**src/rtl/ir_decode_stage_pkg.sv**
```systemverilog
// Shared constants for the IR/decode stage: opcode fields, one-hot bit map,
// flag bit positions and run-control state encoding.
package ir_decode_stage_pkg;

  localparam int unsigned IR_W     = 16;
  localparam int unsigned ONEHOT_W = 23;
  localparam int unsigned OPC_W    = 27;
  localparam int unsigned IMM_W    = 8;
  localparam int unsigned FLAG_W   = 4;

  // 4-bit major opcodes (IR[15:12])
  localparam logic [3:0] OP_NOOP   = 4'h0;
  localparam logic [3:0] OP_INPUT  = 4'h1;
  localparam logic [3:0] OP_MOVE   = 4'h2;
  localparam logic [3:0] OP_LOADI  = 4'h3;
  localparam logic [3:0] OP_ADD    = 4'h4;
  localparam logic [3:0] OP_ADDI   = 4'h5;
  localparam logic [3:0] OP_SUB    = 4'h6;
  localparam logic [3:0] OP_SUBI   = 4'h7;
  localparam logic [3:0] OP_LOAD   = 4'h8;
  localparam logic [3:0] OP_LOADF  = 4'h9;
  localparam logic [3:0] OP_STORE  = 4'hA;
  localparam logic [3:0] OP_STOREF = 4'hB;
  localparam logic [3:0] OP_SHIFT  = 4'hC;
  localparam logic [3:0] OP_CMP    = 4'hD;
  localparam logic [3:0] OP_JUMP   = 4'hE;
  localparam logic [3:0] OP_BRANCH = 4'hF;

  // Bit positions inside the one-hot instruction field
  localparam int unsigned BIT_NOOP    = 0;
  localparam int unsigned BIT_INPUTC  = 1;
  localparam int unsigned BIT_INPUTCF = 2;
  localparam int unsigned BIT_INPUTD  = 3;
  localparam int unsigned BIT_INPUTDF = 4;
  localparam int unsigned BIT_MOVE    = 5;
  localparam int unsigned BIT_LOADI   = 6;
  localparam int unsigned BIT_ADD     = 7;
  localparam int unsigned BIT_ADDI    = 8;
  localparam int unsigned BIT_SUB     = 9;
  localparam int unsigned BIT_SUBI    = 10;
  localparam int unsigned BIT_LOAD    = 11;
  localparam int unsigned BIT_LOADF   = 12;
  localparam int unsigned BIT_STORE   = 13;
  localparam int unsigned BIT_STOREF  = 14;
  localparam int unsigned BIT_SHIFTL  = 15;
  localparam int unsigned BIT_SHIFTR  = 16;
  localparam int unsigned BIT_CMP     = 17;
  localparam int unsigned BIT_JUMP    = 18;
  localparam int unsigned BIT_BRE     = 19;
  localparam int unsigned BIT_BRNE    = 20;
  localparam int unsigned BIT_BRG     = 21;
  localparam int unsigned BIT_BRGE    = 22;

  // Flag bit positions in alu_flags / flags_reg
  localparam int unsigned FLAG_Z = 0;
  localparam int unsigned FLAG_N = 1;
  localparam int unsigned FLAG_O = 2;
  localparam int unsigned FLAG_C = 3;

  localparam logic [OPC_W-1:0] OPC_NOOP = OPC_W'(1);

  typedef enum logic [1:0] {
    RUN_HALT = 2'd0,
    RUN_CONT = 2'd1,
    RUN_STEP = 2'd2
  } run_state_t;

endpackage

```
**src/rtl/ir_decode_stage_opcode_decoder.sv**
```systemverilog
// Combinational IR -> {RX, RY, one-hot instruction} decoder.
module opcode_decoder
  import ir_decode_stage_pkg::*;
(
  input  logic [IR_W-1:0]  i_ir,
  output logic [OPC_W-1:0] o_opcode_c
);

  logic [ONEHOT_W-1:0] w_onehot;

  // Exactly one bit is set for every IR value; unused subcode bits are ignored.
  always_comb begin
    w_onehot = '0;
    case (i_ir[15:12])
      OP_NOOP:   w_onehot[BIT_NOOP]   = 1'b1;
      OP_INPUT: begin
        case (i_ir[9:8])
          2'b00:   w_onehot[BIT_INPUTC]  = 1'b1;
          2'b01:   w_onehot[BIT_INPUTCF] = 1'b1;
          2'b10:   w_onehot[BIT_INPUTD]  = 1'b1;
          default: w_onehot[BIT_INPUTDF] = 1'b1;
        endcase
      end
      OP_MOVE:   w_onehot[BIT_MOVE]   = 1'b1;
      OP_LOADI:  w_onehot[BIT_LOADI]  = 1'b1;
      OP_ADD:    w_onehot[BIT_ADD]    = 1'b1;
      OP_ADDI:   w_onehot[BIT_ADDI]   = 1'b1;
      OP_SUB:    w_onehot[BIT_SUB]    = 1'b1;
      OP_SUBI:   w_onehot[BIT_SUBI]   = 1'b1;
      OP_LOAD:   w_onehot[BIT_LOAD]   = 1'b1;
      OP_LOADF:  w_onehot[BIT_LOADF]  = 1'b1;
      OP_STORE:  w_onehot[BIT_STORE]  = 1'b1;
      OP_STOREF: w_onehot[BIT_STOREF] = 1'b1;
      OP_SHIFT: begin
        if (i_ir[8]) w_onehot[BIT_SHIFTR] = 1'b1;
        else         w_onehot[BIT_SHIFTL] = 1'b1;
      end
      OP_CMP:    w_onehot[BIT_CMP]    = 1'b1;
      OP_JUMP:   w_onehot[BIT_JUMP]   = 1'b1;
      default: begin
        // OP_BRANCH: condition selected by subcode
        case (i_ir[9:8])
          2'b00:   w_onehot[BIT_BRE]  = 1'b1;
          2'b01:   w_onehot[BIT_BRNE] = 1'b1;
          2'b10:   w_onehot[BIT_BRG]  = 1'b1;
          default: w_onehot[BIT_BRGE] = 1'b1;
        endcase
      end
    endcase
  end

  assign o_opcode_c = {i_ir[11:10], i_ir[9:8], w_onehot};

endmodule

```
**src/rtl/ir_decode_stage.sv**
```systemverilog
// Instruction register, registered decode, flags register and run/step control.
module ir_decode_stage
  import ir_decode_stage_pkg::*;
(
  input  logic              clock,
  input  logic              reset,
  input  logic [IR_W-1:0]   instr_in,
  input  logic              ir_load,
  input  logic [FLAG_W-1:0] alu_flags,
  input  logic              flags_load,
  input  logic              run_mode,
  input  logic              step,
  input  logic              fsm_in_if,
  output logic [OPC_W-1:0]  opcode_out,
  output logic [IMM_W-1:0]  imm_out,
  output logic [FLAG_W-1:0] flags_reg,
  output logic              run,
  output logic              instr_valid
);

  logic [IR_W-1:0]   r_ir;
  logic [OPC_W-1:0]  r_opcode;
  logic [IMM_W-1:0]  r_imm;
  logic [FLAG_W-1:0] r_flags;
  logic              r_valid;
  run_state_t        r_state;
  logic              r_run;
  logic              r_step_q;
  logic              r_step_loaded;

  logic [IR_W-1:0]   w_ir_next;
  logic              w_valid_next;
  logic [OPC_W-1:0]  w_dec;
  logic              w_step_rise;

  // Decode the value the IR will hold after this edge so opcode_out trails ir_load by one cycle.
  assign w_ir_next    = ir_load ? instr_in : r_ir;
  assign w_valid_next = r_valid | ir_load;
  assign w_step_rise  = step & ~r_step_q;

  opcode_decoder u_opcode_decoder (
    .i_ir       (w_ir_next),
    .o_opcode_c (w_dec)
  );

  // Instruction register, decoded opcode/immediate and valid flag.
  always_ff @(posedge clock or posedge reset) begin
    if (reset) begin
      r_ir     <= '0;
      r_opcode <= OPC_NOOP;
      r_imm    <= '0;
      r_valid  <= 1'b0;
    end else begin
      r_ir     <= w_ir_next;
      r_valid  <= w_valid_next;
      r_opcode <= w_valid_next ? w_dec : OPC_NOOP;
      r_imm    <= w_valid_next ? w_ir_next[IMM_W-1:0] : '0;
    end
  end

  // Flags register, independent of the IR load.
  always_ff @(posedge clock or posedge reset) begin
    if (reset) begin
      r_flags <= '0;
    end else if (flags_load) begin
      r_flags <= alu_flags;
    end
  end

  // Run control: continuous run, or single instruction per step rising edge.
  always_ff @(posedge clock or posedge reset) begin
    if (reset) begin
      r_state       <= RUN_HALT;
      r_run         <= 1'b0;
      r_step_q      <= 1'b0;
      r_step_loaded <= 1'b0;
    end else begin
      r_step_q <= step;
      case (r_state)
        RUN_HALT: begin
          if (run_mode) begin
            r_state <= RUN_CONT;
            r_run   <= 1'b1;
          end else if (w_step_rise) begin
            r_state       <= RUN_STEP;
            r_run         <= 1'b1;
            r_step_loaded <= 1'b0;
          end
        end
        RUN_CONT: begin
          // Stop only at an instruction boundary.
          if (!run_mode && fsm_in_if) begin
            r_state <= RUN_HALT;
            r_run   <= 1'b0;
          end
        end
        RUN_STEP: begin
          // Halt at the first fetch after this step's instruction was loaded.
          if (r_step_loaded && fsm_in_if) begin
            r_state       <= RUN_HALT;
            r_run         <= 1'b0;
            r_step_loaded <= 1'b0;
          end else if (ir_load) begin
            r_step_loaded <= 1'b1;
          end
        end
        default: begin
          r_state <= RUN_HALT;
          r_run   <= 1'b0;
        end
      endcase
    end
  end

  assign opcode_out  = r_opcode;
  assign imm_out     = r_imm;
  assign flags_reg   = r_flags;
  assign run         = r_run;
  assign instr_valid = r_valid;

endmodule
```
**config.mk**
```make
export PLATFORM = sky130hd
export DESIGN_NAME = ir_decode_stage
export DESIGN_NICKNAME = d
export VERILOG_FILES = /design/src/rtl/ir_decode_stage_pkg.sv /design/src/rtl/ir_decode_stage_opcode_decoder.sv /design/src/rtl/ir_decode_stage.sv
export SDC_FILE = /design/constraint.sdc
export NUM_CORES = 1
export LEC_CHECK = 0
export ABC_AREA = 1
export CORE_UTILIZATION = 45
export CTS_CLUSTER_DIAMETER = 50
export DETAILED_ROUTE_END_ITERATION = 8
export GPL_TIMING_DRIVEN = 1
export PLACE_DENSITY = 0.77
export SYNTH_ARGS = -nofsm -noshare
export SYNTH_HDL_FRONTEND = slang
export SYNTH_SLANG_ARGS = --single-unit
```
**constraint.sdc**
```tcl
create_clock -name clock -period 4.64 [get_ports clock]
set_clock_uncertainty 0.2 [all_clocks]
set_input_delay 0.696 -clock clock [delete_from_list [all_inputs] [get_ports clock]]
set_output_delay 0.696 -clock clock [all_outputs]
set_load 0.02 [all_outputs]
```
Word level (Yosys, flattened, before mapping)
Index checks and enable logic that the tools add are counted.
Widths: inputs -> output; s select.
{"block": "op_classes", "n_eq_ne": 24, "order_cmp": 0, "n_bitwise": 3, "shift": 0, "div": 0, "multipliers": 0, "n_addsub": 0, "reduce_logical": 11, "n_mux": 40}
{"operator": "$eq 4x4->1 const B", "count": 7}
{"operator": "$mux 1", "count": 27}
{"operator": "$mux 27", "count": 1}
{"operator": "$eq 4x3->1 const B", "count": 4}
{"operator": "$mux 16", "count": 1}
{"operator": "$reduce_or 15->1", "count": 1}
{"operator": "$mux 2", "count": 5}
{"operator": "$eq 4x2->1 const B", "count": 2}
{"operator": "$mux 4", "count": 2}
{"operator": "$mux 8", "count": 1}
{"operator": "$ne 2x2->1 const B", "count": 4}
{"operator": "$ne 3x3->1 const B", "count": 2}
{"operator": "$pmux 2 s3", "count": 1}
{"operator": "$eq 2x1->1 const B", "count": 2}
{"operator": "$eq 2x2->1 const B", "count": 2}
{"operator": "$eq 4x1->1 const B", "count": 1}
{"operator": "$logic_not 2->1", "count": 2}
{"operator": "$logic_not 4->1", "count": 1}
{"operator": "$reduce_and 4->1", "count": 1}
{"operator": "$pmux 1 s3", "count": 1}
{"operator": "$reduce_and 3->1", "count": 1}
{"operator": "$reduce_or 3->1", "count": 1}
{"operator": "$logic_and 1x1->1", "count": 2}
{"operator": "$pmux 1 s2", "count": 1}
{"operator": "5 further kinds", "count": 5}
{"block": "word_totals", "latchBits": 0, "mem_bits_ro": 0, "mem_count": 0, "ramBits": 0, "ff_bits": 61, "wordCells": 87}

Depth between registers and ports, before layout
{"block": "depth", "depth_word": 6, "depth_mapped": 7, "depth_no_buf": 7}

By module
Synthesis repeated with hierarchy kept, for this count alone.
{"block": "unflattened", "cells_unflattened": 264, "area_unflattened_um2": 2456.1}
{"module": "ir_decode_stage", "seq_area_each_um2": 1527.7, "cells_per_inst": 212, "area_each_um2": 2235.9, "n_inst": 1}
{"module": "opcode_decoder", "seq_area_each_um2": 0.0, "cells_per_inst": 52, "area_each_um2": 220.2, "n_inst": 1}

Worst setup path after synthesis
Ideal clock, no wire load.
{"block": "synth_timing", "path_type": "input port to flip-flop", "start": "input ir_load", "end": "register r_imm[0], in the netlist imm_out[0]", "t_arrival_ps": 1309, "path_buffers": 2, "setup_slack_ps": 3007, "setup_time_ps": 123, "path_stages": 5, "path_cell_list": "or2_1 buf_6 inv_2 buf_2 a21oi_1"}
{"block": "synth_via", "elab_chain_len": 2, "word_cells_on_any_way": 3, "cone_classes": "mux: 2; bitwise: 1"}
{"item": "from (decl)", "line": "ir_decode_stage.sv:8", "source": "input logic ir_load,"}
{"item": "$or 1x1->1", "line": "ir_decode_stage.sv:38", "source": "assign w_valid_next = r_valid | ir_load;"}
{"item": "via w_valid_next", "line": "ir_decode_stage.sv:32", "source": "logic w_valid_next;"}
{"item": "$mux 8", "line": "ir_decode_stage.sv:57", "source": "r_imm <= w_valid_next ? w_ir_next[IMM_W-1:0] : '0;"}
{"item": "to (signal assigned)", "line": "ir_decode_stage.sv:57"}
{"item": "to (decl)", "line": "ir_decode_stage.sv:23", "source": "logic [IMM_W-1:0] r_imm;"}
The timed path passes the listed nets, and every way through them passes these cells.
A chain may end at the register's enable or synchronous reset.

Worst setup path in the final report
{"block": "layout_timing", "start": "input ir_load", "end": "register r_opcode[1], in the netlist opcode_out[1]"}
{"block": "layout_via", "word_cells_on_any_way": 7, "cone_classes": "eq/ne: 1; mux: 4; bitwise: 1; reduce/logical: 1"}
{"item": "$mux 16", "line": "ir_decode_stage.sv:37", "source": "assign w_ir_next = ir_load ? instr_in : r_ir;"}
{"item": "via u_opcode_decoder.i_ir[15]", "line": "ir_decode_stage_opcode_decoder.sv:5", "source": "input logic [IR_W-1:0] i_ir,"}
{"item": "$eq 4x1->1", "line": "ir_decode_stage_opcode_decoder.sv:14", "source": "case (i_ir[15:12])"}
{"item": "$mux 4", "line": "ir_decode_stage_opcode_decoder.sv:14"}
{"item": "$mux 27", "line": "ir_decode_stage.sv:56", "source": "r_opcode <= w_valid_next ? w_dec : OPC_NOOP;"}
{"item": "to (signal assigned)", "line": "ir_decode_stage.sv:56"}
{"item": "to (decl)", "line": "ir_decode_stage.sv:22", "source": "logic [OPC_W-1:0] r_opcode;"}
The timed path passes the listed nets, and every way through them passes these cells.

==> impl_metrics.ini <==
[clocking]
ctsHoldBuffers = 0
htreeDepth = 3
cts.path.max_buffers = 2
path_clk_slew_ns = 0.07
numCtsBuffers = 9
cts.sinks = 61
clk_latency_ns = 0.34
post_cts_buffers = 0
cts-root-buf = clkbuf_8
cts_tree = built
cts_resized = 0

[final_layout]
final_cell_area_mm2 = 0.003141
instances_no_fill = 364
multi_input_area_um2 = 591.8
area_growth_pct = 41.17
nFillCells = 371
drive_gt1_share_pct = 10.10
diodes = 0
largest_register_ffs = 27
seq_area_mm2 = 0.001528
fin_nets = 319
fin_util_pct = 66.05

[placement]
hpwl_mm = 3.280
dp_cells = 348
place.gp.congestion = 0.8986
place_area_mm2 = 0.002949
io_buffers = 67

[die]
start_util_pct = 46.79
die_height_um = 72.31
io_pins = 68
coreArea_mm2 = 0.004755
rows = 25
dieArea_mm2 = 0.005229
die_width_um = 72.31

[drt]
drc = 0
routed_wl_mm = 4.755
wl_per_cell_um = 13.06
ant_nets = 0
vias_per_cell = 4.742
drtIter0Drc = 119
vias = 1726
firstDrtPassIters = 4

[logic_synthesis]
ys_seq_area_share_pct = 68.67
synth_cell_types = 19
avgSynthCellArea_um2 = 10.20
synth_top_area_share_pct = 67.49
yosys_warnings = 0
syn_inst = 218
synthTopCellsByArea = dfrtp_1 (67%), nand2_1 (12%), nor2_1 (4.7%)
synth_nets = 245
yosys.area.top_type = dfrtp_1
synth_area_mm2 = 0.002225
ys_ff_latch = 61

[sta]
worstMarginPinSlew_ns = 0.9006
setup_viol = 0
hold_viol = 0
rsz0062_at_grt = false
slew_violations = 0
max_freq_mhz = 371.6
relSlewSlack_pct = 39.87
finalSetupTns_ns = 0
period_needed_ns = 2.691
min_period_over_period_pct = 58.00

[grt]
grt_pass1_wl_mm = 7.741
grt_pass1_vias = 1607
track_usage_pct = 20.36
antenna_found_initial = 0
grt_max_degree = 46
gr-total-overflow = 0

[worst_setup_path]
worst-path-max-fanout = 24
startpoint_type = primary input
arrival_ns = 2.76
worstSetupPathType = primary input to flop
end_kind = flop
cp.required_ns = 4.70

[pwr]
p_leak_uw = 0.001526
powerDensity_mw_per_mm2 = 412.0
vdd_ir_drop_max_v = 0.0002176
total_power_uw = 1294

[job]
maxCapViolations = 0

[run_status]
status = complete, no violations

[hold_path]
hp-class = flop to flop
## layout make-up
type                            instances  share of cell area (%)
Sequential cell                        61                   48.65
Timing Repair Buffer                   68                   21.59
Multi-Input combinational cell        134                   18.84
Clock buffer                           11                   4.502
Tap cell                               67                   2.669
Inverter                               18                   2.151
Clock inverter                          5                   1.594
## report_power, final
| group | switching [uW] | total [uW] | internal (uW) | leakage (uW) |
|---|---|---|---|---|
| clock network | 195 | 454 | 259 | 0.000103 |
| logic | 134 | 235 | 101 | 0.000653 |
| registers | 22.3 | 605 | 582 | 0.000769 |
## final timing paths
path	start	endpoint	slack (ns)	cells past startpoint
setup reg to reg	instr_valid$_DFF_PP0_	opcode_out[21]$_DFF_PP0_	3.10	5
setup / recovery	ir_load	opcode_out[1]$_DFF_PP0_	1.95	7
hold / removal	r_ir[4]$_DFF_PP0_	r_ir[4]$_DFF_PP0_	0.27	2
hold reg to reg	r_ir[4]$_DFF_PP0_	r_ir[4]$_DFF_PP0_	0.27	2
min in group asynchronous	reset	r_ir[4]$_DFF_PP0_	0.69	2
max in group asynchronous	reset	opcode_out[0]$_DFF_PP1_	2.72	3
## synthesized netlist by cell type
master / n
inv_1: 16
or2_1: 1
nand2_2: 1
nand2_1: 69
a21oi_1: 11
o21ai_2: 3
buf_2: 3
nor2_2: 2
inv_2: 2
o21ai_0: 5
o21ai_1: 1
dfstp_2: 1
nand4_1: 1
nor3_1: 1
buf_6: 2
nand3_1: 7
nor2_1: 28
dfrtp_1: 60
mux2_2: 4
## cells by family (layout without fill, tap and decap cells)
| kind of cell | after synthesis | after routing | synth area share [%] |
|---|---|---|---|
| and+or+nand+nor | 110 | 110 | 19.57 |
| DFF | 61 | 61 | 68.67 |
| AOI/OAI and AO/OA | 20 | 20 | 5.005 |
| buffers and inverters | 23 | 102 | 4.724 |
| muxes | 4 | 4 | 2.025 |
## cell usage in the layout, fill, tap and decap left out, drive strengths merged
master	n
dfrtp	60
nor2	30
nand2	70
dfstp	1
inv	18
bufinv	1
nor3	1
or2	1
clkinv	4
buf	1
o21ai	9
mux2	4
nand4	1
a21oi	11
nand3	7
clkbuf	11
clkdlybuf4s50	67
## per-layer routing
layer / GRT usage (%) / share of wire (%) / vias to the layer above
met4: 7.190 / 2.0 / 0
li1: - / - / 826
met2: 32.40 / 49 / 78
met3: 7.778 / 6.8 / 13
met5: 0 / 0 / -
met1: 25.59 / 42 / 809
## critical path, stage by stage
cell	delay, ns
clkdlybuf4s50_1	0.98
inv_2	0.33
nand2_1	0.18
o21ai_2	0.10
nor2_2	0.17
nand2_1	0.15
nor2_1	0.14
## through the flow
step                      hold slack (ns)  worst slack [ns]
after floorplan                    0.2369             2.233
after global placement             0.2479             1.691
after detailed placement           0.2552             1.646
after CTS                          0.2711             1.940
after global routing               0.2894             1.752
final                              0.2696             1.949
Power figures use the tool's default switching activity.
